$ cat src/rtl/fifo_arb_tx_if.sv
// Source-FIFO / sink-FIFO handshake bundle for fifo_arb_tx.
// master = arbiter side, slave = FIFO environment side.
interface fifo_arb_tx_if #(
    parameter int unsigned DW = 32
) ();
    logic          f1_rd_en_o;
    logic [DW-1:0] f1_rd_data_i;
    logic          f1_empty_i;
    logic          f2_rd_en_o;
    logic [DW-1:0] f2_rd_data_i;
    logic          f2_empty_i;
    logic          wr_en_o;
    logic [DW-1:0] wr_data_o;
    logic          full_i;

    modport master (
        output f1_rd_en_o,
        input  f1_rd_data_i,
        input  f1_empty_i,
        output f2_rd_en_o,
        input  f2_rd_data_i,
        input  f2_empty_i,
        output wr_en_o,
        output wr_data_o,
        input  full_i
    );

    modport slave (
        input  f1_rd_en_o,
        output f1_rd_data_i,
        output f1_empty_i,
        input  f2_rd_en_o,
        output f2_rd_data_i,
        output f2_empty_i,
        input  wr_en_o,
        input  wr_data_o,
        output full_i
    );
endinterface

$ cat src/rtl/fifo_arb_tx.sv
// Transmit packet arbiter: round-robin merge of two FWFT source FIFOs into one
// sink, forwarding whole packets and tagging each command with its source.
module fifo_arb_tx #(
    parameter int unsigned   DW        = 32,
    parameter logic [DW-1:0] SEL_MASK  = DW'(32'h8000_0000),
    parameter int unsigned   CNT_SHIFT = 24,
    parameter logic [3:0]    CNT_MASK  = 4'hf
) (
    input  logic                 clk_i,
    input  logic                 rstn_i,
    fifo_arb_tx_if.master        bus_if,
    output logic [1:0]           gnt_o,
    output logic [15:0]          pkt_cnt1_o,
    output logic [15:0]          pkt_cnt2_o
);
    localparam int unsigned REM_W  = 4;
    localparam int unsigned PCNT_W = 16;

    typedef enum logic {
        ST_IDLE = 1'b0,
        ST_DATA = 1'b1
    } state_e;

    state_e              state_q, state_d;
    logic [REM_W-1:0]    rem_q, rem_d;
    logic [1:0]          gnt_q, gnt_d;
    logic                last_src1_q, last_src1_d;
    logic [PCNT_W-1:0]   cnt1_q, cnt1_d;
    logic [PCNT_W-1:0]   cnt2_q, cnt2_d;

    logic                pick1_c, pick2_c;
    logic                pop1_c, pop2_c;
    logic                done_c;
    logic [DW-1:0]       wr_data_c;
    logic [DW-1:0]       head_c;
    logic [REM_W-1:0]    len_c;

    // Data-word count carried in a command; unknown codes mean no payload.
    function automatic logic [REM_W-1:0] decode_len(input logic [DW-1:0] cmd);
        logic [3:0] code;
        code = 4'(cmd >> CNT_SHIFT) & CNT_MASK;
        case (code)
            4'd1:    decode_len = REM_W'(1);
            4'd2:    decode_len = REM_W'(2);
            4'd3:    decode_len = REM_W'(4);
            4'd4:    decode_len = REM_W'(8);
            default: decode_len = '0;
        endcase
    endfunction

    // State register
    always_ff @(posedge clk_i or negedge rstn_i) begin
        if (!rstn_i) begin
            state_q     <= ST_IDLE;
            rem_q       <= '0;
            gnt_q       <= '0;
            last_src1_q <= 1'b0;
            cnt1_q      <= '0;
            cnt2_q      <= '0;
        end else begin
            state_q     <= state_d;
            rem_q       <= rem_d;
            gnt_q       <= gnt_d;
            last_src1_q <= last_src1_d;
            cnt1_q      <= cnt1_d;
            cnt2_q      <= cnt2_d;
        end
    end

    // Output decode; reset gates the pass-through paths so nothing moves while held.
    always_comb begin
        pick1_c   = 1'b0;
        pick2_c   = 1'b0;
        pop1_c    = 1'b0;
        pop2_c    = 1'b0;
        wr_data_c = '0;
        if (rstn_i) begin
            case (state_q)
                ST_IDLE: begin
                    pick1_c = !bus_if.f1_empty_i && (bus_if.f2_empty_i || !last_src1_q);
                    pick2_c = !bus_if.f2_empty_i && !pick1_c;
                    pop1_c  = pick1_c && !bus_if.full_i;
                    pop2_c  = pick2_c && !bus_if.full_i;
                    if (pop1_c) begin
                        wr_data_c = bus_if.f1_rd_data_i | SEL_MASK;
                    end else if (pop2_c) begin
                        wr_data_c = bus_if.f2_rd_data_i & ~SEL_MASK;
                    end
                end
                ST_DATA: begin
                    pop1_c = gnt_q[0] && !bus_if.f1_empty_i && !bus_if.full_i;
                    pop2_c = gnt_q[1] && !bus_if.f2_empty_i && !bus_if.full_i;
                    if (pop1_c) begin
                        wr_data_c = bus_if.f1_rd_data_i;
                    end else if (pop2_c) begin
                        wr_data_c = bus_if.f2_rd_data_i;
                    end
                end
                default: ;
            endcase
        end
    end

    // Length is decoded from the raw source word, before select tagging.
    assign head_c = pop2_c ? bus_if.f2_rd_data_i : bus_if.f1_rd_data_i;
    assign len_c  = decode_len(head_c);

    // Next-state and packet bookkeeping
    always_comb begin
        state_d     = state_q;
        rem_d       = rem_q;
        gnt_d       = gnt_q;
        last_src1_d = last_src1_q;
        cnt1_d      = cnt1_q;
        cnt2_d      = cnt2_q;
        done_c      = 1'b0;
        case (state_q)
            ST_IDLE: begin
                if (pop1_c || pop2_c) begin
                    if (len_c == '0) begin
                        done_c = 1'b1;
                    end else begin
                        rem_d   = len_c;
                        gnt_d   = {pop2_c, pop1_c};
                        state_d = ST_DATA;
                    end
                end
            end
            ST_DATA: begin
                if (pop1_c || pop2_c) begin
                    rem_d = rem_q - REM_W'(1);
                    if (rem_q == REM_W'(1)) begin
                        done_c  = 1'b1;
                        gnt_d   = '0;
                        state_d = ST_IDLE;
                    end
                end
            end
            default: ;
        endcase
        if (done_c) begin
            if (pop1_c) begin
                cnt1_d      = cnt1_q + PCNT_W'(1);
                last_src1_d = 1'b1;
            end else begin
                cnt2_d      = cnt2_q + PCNT_W'(1);
                last_src1_d = 1'b0;
            end
        end
    end

    assign bus_if.f1_rd_en_o = pop1_c;
    assign bus_if.f2_rd_en_o = pop2_c;
    assign bus_if.wr_en_o    = pop1_c | pop2_c;
    assign bus_if.wr_data_o  = wr_data_c;
    assign gnt_o             = gnt_q;
    assign pkt_cnt1_o        = cnt1_q;
    assign pkt_cnt2_o        = cnt2_q;

endmodule

$ cat src/flat_wrapper.sv
// flat-port wrapper written by rule: the top's interface ports become plain ports
module fifo_arb_tx_flat 
#(
    parameter int unsigned   DW        = 32,
    parameter logic [DW-1:0] SEL_MASK  = DW'(32'h8000_0000),
    parameter int unsigned   CNT_SHIFT = 24,
    parameter logic [3:0]    CNT_MASK  = 4'hf
)
  (clk_i, rstn_i, gnt_o, pkt_cnt1_o, pkt_cnt2_o, bus_if_f1_rd_en_o, bus_if_f1_rd_data_i, bus_if_f1_empty_i, bus_if_f2_rd_en_o, bus_if_f2_rd_data_i, bus_if_f2_empty_i, bus_if_wr_en_o, bus_if_wr_data_o, bus_if_full_i);
  fifo_arb_tx_if #(.DW(DW)) bus_if_i ();
  input  logic clk_i;
  input  logic rstn_i;
  output logic [1:0] gnt_o;
  output logic [15:0] pkt_cnt1_o;
  output logic [15:0] pkt_cnt2_o;
  output wire logic [$bits(bus_if_i.f1_rd_en_o)-1:0] bus_if_f1_rd_en_o;
  input wire logic [$bits(bus_if_i.f1_rd_data_i)-1:0] bus_if_f1_rd_data_i;
  input wire logic [$bits(bus_if_i.f1_empty_i)-1:0] bus_if_f1_empty_i;
  output wire logic [$bits(bus_if_i.f2_rd_en_o)-1:0] bus_if_f2_rd_en_o;
  input wire logic [$bits(bus_if_i.f2_rd_data_i)-1:0] bus_if_f2_rd_data_i;
  input wire logic [$bits(bus_if_i.f2_empty_i)-1:0] bus_if_f2_empty_i;
  output wire logic [$bits(bus_if_i.wr_en_o)-1:0] bus_if_wr_en_o;
  output wire logic [$bits(bus_if_i.wr_data_o)-1:0] bus_if_wr_data_o;
  input wire logic [$bits(bus_if_i.full_i)-1:0] bus_if_full_i;
  assign bus_if_f1_rd_en_o = bus_if_i.f1_rd_en_o;
  assign bus_if_i.f1_rd_data_i = bus_if_f1_rd_data_i;
  assign bus_if_i.f1_empty_i = bus_if_f1_empty_i;
  assign bus_if_f2_rd_en_o = bus_if_i.f2_rd_en_o;
  assign bus_if_i.f2_rd_data_i = bus_if_f2_rd_data_i;
  assign bus_if_i.f2_empty_i = bus_if_f2_empty_i;
  assign bus_if_wr_en_o = bus_if_i.wr_en_o;
  assign bus_if_wr_data_o = bus_if_i.wr_data_o;
  assign bus_if_i.full_i = bus_if_full_i;
  fifo_arb_tx #(.DW(DW), .SEL_MASK(SEL_MASK), .CNT_SHIFT(CNT_SHIFT), .CNT_MASK(CNT_MASK)) u_core (.clk_i(clk_i), .rstn_i(rstn_i), .bus_if(bus_if_i), .gnt_o(gnt_o), .pkt_cnt1_o(pkt_cnt1_o), .pkt_cnt2_o(pkt_cnt2_o));
endmodule
$ cat config.mk
export PLATFORM = sky130hd
export DESIGN_NAME = fifo_arb_tx_flat
export DESIGN_NICKNAME = d
export VERILOG_FILES = /design/src/rtl/fifo_arb_tx_if.sv /design/src/rtl/fifo_arb_tx.sv /design/src/flat_wrapper.sv
export SDC_FILE = /design/constraint.sdc
export NUM_CORES = 1
export LEC_CHECK = 0
export CAP_MARGIN = 10
export CORE_MARGIN = 5
export CORE_UTILIZATION = 39
export CTS_CLUSTER_DIAMETER = 50
export DETAILED_ROUTE_END_ITERATION = 10
export PLACE_DENSITY_LB_ADDON = 0.12
export SLEW_MARGIN = 20
export SYNTH_ARGS = -nofsm -noshare
export SYNTH_HDL_FRONTEND = slang
export SYNTH_SLANG_ARGS = --single-unit
export TNS_END_PERCENT = 30
$ cat constraint.sdc
create_clock -name clk_i -period 3.4 [get_ports clk_i]
set_input_delay 1.02 -clock clk_i [delete_from_list [all_inputs] [get_ports clk_i]]
set_output_delay 1.02 -clock clk_i [all_outputs]
set_load 0.01 [all_outputs]
==> impl_metrics.yaml <==
worst_setup_path:
  cpMaxStageDelayCell: "dlygate4sd2_1"
  max_stage_delay_ps: 250
  arrival_ps: 2360
  critPathLaunchType: "input pin"
  criticalPathCategory: "input pin to output port"
  setup.worst_path.end_class: "output port"
  r2r_cells: 9
  worst-path-max-fanout: 11
  path_cells: "dlygate4sd2_1 -> nor2_2 -> o2111a_1 -> o21a_4 -> buf_12 -> a22o_1 -> buf_2"
  crit_family: "compound AO/OA/AOI/OAI gates"
  path_buf_inv: 3
  cp.depth: 7
  required_ps: 2380
timing:
  timing.final.crit_share_pct: 99.5
  rsz0062_at_grt: "yes"
  final-setup-viol-count: 0
  fin_crit_ps: 3380
  slew_headroom_pct: 64.5
  report.final.slew_viol_count: 0
  fmax_ghz: 0.296
  final_hold_viol_count: 0
  tns_ps: 0
  tightest_slew_ps: 531
  finClkSkew_ps: 11.1
pwr:
  p_per_area_mw_per_mm2: 216
  p_leak_nw: 1.93
  vdd_drop_max_mv: 0.222
floorplanning:
  die_area_sq_mm: 0.00818
  num_io_pins: 138
  die_w_um: 90.5
  dieHeight_um: 90.5
  core.rowCount: 29
  initial_core_util_pct: 40.0
  core_area_sq_mm: 0.00631
clocking:
  numCtsBuffers: 5
  clock_path_buffers: 2
  cts_root_buf: "clkbuf_8"
  htree_levels: 2
  cts.sinks: 40
  cts_tree: "built"
  clk_pin_slew_worst_paths_ps: 80
  clk_latency_ps: 300
cells_and_area:
  syn_to_final_growth_pct: 66.1
  layout-drive-gt1-share_pct: 20.6
  nFillCells: 539
  nets: 495
  stdcell_count: 500
  antenna_cells: 0
drt:
  ant_nets: 0
  totalWireLength_um: 8410
  vias: 2680
  wire_per_inst_um: 16.8
  vias_per_cell: 5.36
  firstDrtPassIters: 6
  drc: 0
  detail_route.iter0.violations: 95
global_route:
  grt_pass1_vias: 2698
  grt_max_degree: 31
  antenna_found_initial: 0
  track_usage_pct: 19.8
  grt_pass1_wl_um: 13500
  grt_overflow: 0
synth:
  ys.warnings.count: 0
  ys_seq_area_share_pct: 39.6
  synth_fp_nets: 334
  yosysUniqueCellTypes: 47
  synthCells: 261
  synth-edff-count: 0
  syn_avg_cell_area_sq_um: 9.67
  synthFlopType: "dfrtp_1"
  synthArstFlopShare_pct: 100
  netlist_area_sq_mm: 0.00252
  yosys_register_bits: 40
outcome:
  status: "completed"
worst_hold_path:
  worstHoldPathCells: 1
  hold_class: "register to register"
placed_design:
  place.gp.congestion: 0.793
  io_buffers: 137
  dp.cells: 487
  dp_hpwl_um: 6520
flow_run:
  drv_cap: 0
==> cells in the final DEF (no fill, tap or decap), types with 4 or more instances in the layout <==
cell	instances
a21oi_1	4
a22o_1	32
and3_1	4
buf_2	32
buf_4	22
clkbuf_8	5
clkdlybuf4s50_1	98
dfrtp_1	40
dlygate4sd2_1	5
ha_1	4
inv_1	8
nand2_1	16
nand2b_1	4
nand3_1	14
nand4_1	14
nor2_1	16
nor3_1	5
nor4_1	6
o21ai_0	9
xnor2_1	15
xor2_1	15
==> worst register-to-register path, cell delays in order (launching register included) <==
cell	delay, ps
dfrtp_1	440
or2_1	250
buf_4	140
o2111ai_2	170
buf_4	210
and3_4	200
o31ai_4	70
buf_12	160
nor4_1	370
xor2_1	180
==> stage by stage <==
stage	cell area (sq um)	util, %	worst slack (ps)	hold WS, ps	total power [mW]
after floorplan	2520	-	234	472	0.496
after global placement	4140	65.6	-547	462	0.600
final	4190	66.4	18.5	474	0.908
after detailed placement	4140	65.6	-589	472	0.601
after CTS	4180	66.3	8.63	482	0.916
after global routing	4190	66.4	-50.6	513	0.946
==> per-layer routing <==
metal | global-route usage, % | share of wire [%]
met2 | 32.4 | 49
met4 | 5.21 | 1.7
met5 | 0 | 0
met3 | 6.00 | 6.8
met1 | 25.4 | 42
==> final cells by class <==
| cell class | count | area, sq um | share of cell area (%) |
|---|---|---|---|
| repair buffers | 166 | 1530 | 36.4 |
| multi-input cells | 200 | 1450 | 34.5 |
| flip-flops and latches | 40 | 1000 | 23.9 |
| well taps | 77 | 96.3 | 2.30 |
| clock buffers | 5 | 68.8 | 1.64 |
| inverters | 9 | 33.8 | 0.805 |
| clock inverters | 3 | 18.8 | 0.447 |
==> where the power goes <==
group / internal (mW) / switching, mW / total (mW)
combinational: 0.0800 / 0.0364 / 0.116
clock: 0.143 / 0.173 / 0.316
sequential: 0.475 / 0 / 0.475
==> cells by family (layout without fill, tap and decap cells) <==
family,Yosys count,count (layout),synth area share [%]
and+or+nand+nor,99,99,21.7
AOI/OAI and AO/OA,63,63,20.7
DFF,40,40,39.6
xor gates and xnor gates,30,30,10.4
buffers and inverters,21,183,3.91
adders and majority gates,4,4,1.98
muxes,4,4,1.68
==> final timing paths <==
check                                             startpoint                                end  slack (ps)
min in group asynchronous                             rstn_i        u_core.gnt_o[1]$_DFFE_PN0P_         690
max reg2reg                   u_core.last_src1_q$_DFFE_PN0P_   u_core.pkt_cnt2_o[9]$_DFFE_PN0P_        1160
min reg2reg                u_core.pkt_cnt1_o[15]$_DFFE_PN0P_  u_core.pkt_cnt1_o[15]$_DFFE_PN0P_         470
max                                            bus_if_full_i               bus_if_wr_data_o[27]          20
max in group asynchronous                             rstn_i  u_core.pkt_cnt1_o[10]$_DFFE_PN0P_        2280
min                        u_core.pkt_cnt1_o[15]$_DFFE_PN0P_  u_core.pkt_cnt1_o[15]$_DFFE_PN0P_         470
==> flip-flops by register name (all words and copies together) (netlist names) <==
| name | count |
|---|---|
| u_core.last_src1_q | 1 |
| u_core.pkt_cnt2_o | 16 |
| u_core.gnt_o | 2 |
| u_core.rem_q | 4 |
| u_core.pkt_cnt1_o | 16 |
| u_core.state_q | 1 |
==> timing repair <==
action / in CTS / in global routing
buffers inserted: 0 / 1
pin swaps: 5 / 3
cloned: 4 / 0
endpoints found under the hold margin: 0 / 0
resized for setup: 147 / 3
hold buffers: 0 / 0
setup endpoints to repair: 35 / 14
==> Yosys cell counts (2+ instances only) <==
| master | number | area share (%) |
|---|---|---|
| dfrtp_1 | 40 | 40 |
| and3_1 | 5 | 1.2 |
| buf_6 | 2 | 0.89 |
| nor2b_1 | 2 | 0.50 |
| o21ai_0 | 9 | 1.8 |
| nor4_1 | 6 | 1.5 |
| nand2_1 | 16 | 2.4 |
| clkbuf_1 | 8 | 1.2 |
| nor2_1 | 17 | 2.5 |
| o21a_1 | 2 | 0.59 |
| a21oi_1 | 4 | 0.79 |
| xor2_1 | 15 | 5.2 |
| nor3b_1 | 2 | 0.59 |
| nand2b_1 | 5 | 1.2 |
| xnor2_1 | 15 | 5.2 |
| o2111a_1 | 2 | 0.89 |
| nand3_1 | 14 | 2.8 |
| ha_1 | 4 | 2.0 |
| nand4b_1 | 2 | 0.69 |
| mux2i_1 | 2 | 0.79 |
| o31ai_1 | 2 | 0.59 |
| nor3_1 | 5 | 0.99 |
| or2_1 | 3 | 0.74 |
| nand4_1 | 14 | 3.5 |
| nor4_2 | 2 | 0.99 |
| a22o_1 | 32 | 11 |
| inv_1 | 8 | 1.2 |
| nor4b_1 | 3 | 1.0 |
| o211ai_1 | 2 | 0.59 |
Note: power is estimated with default switching activity, not from simulation.
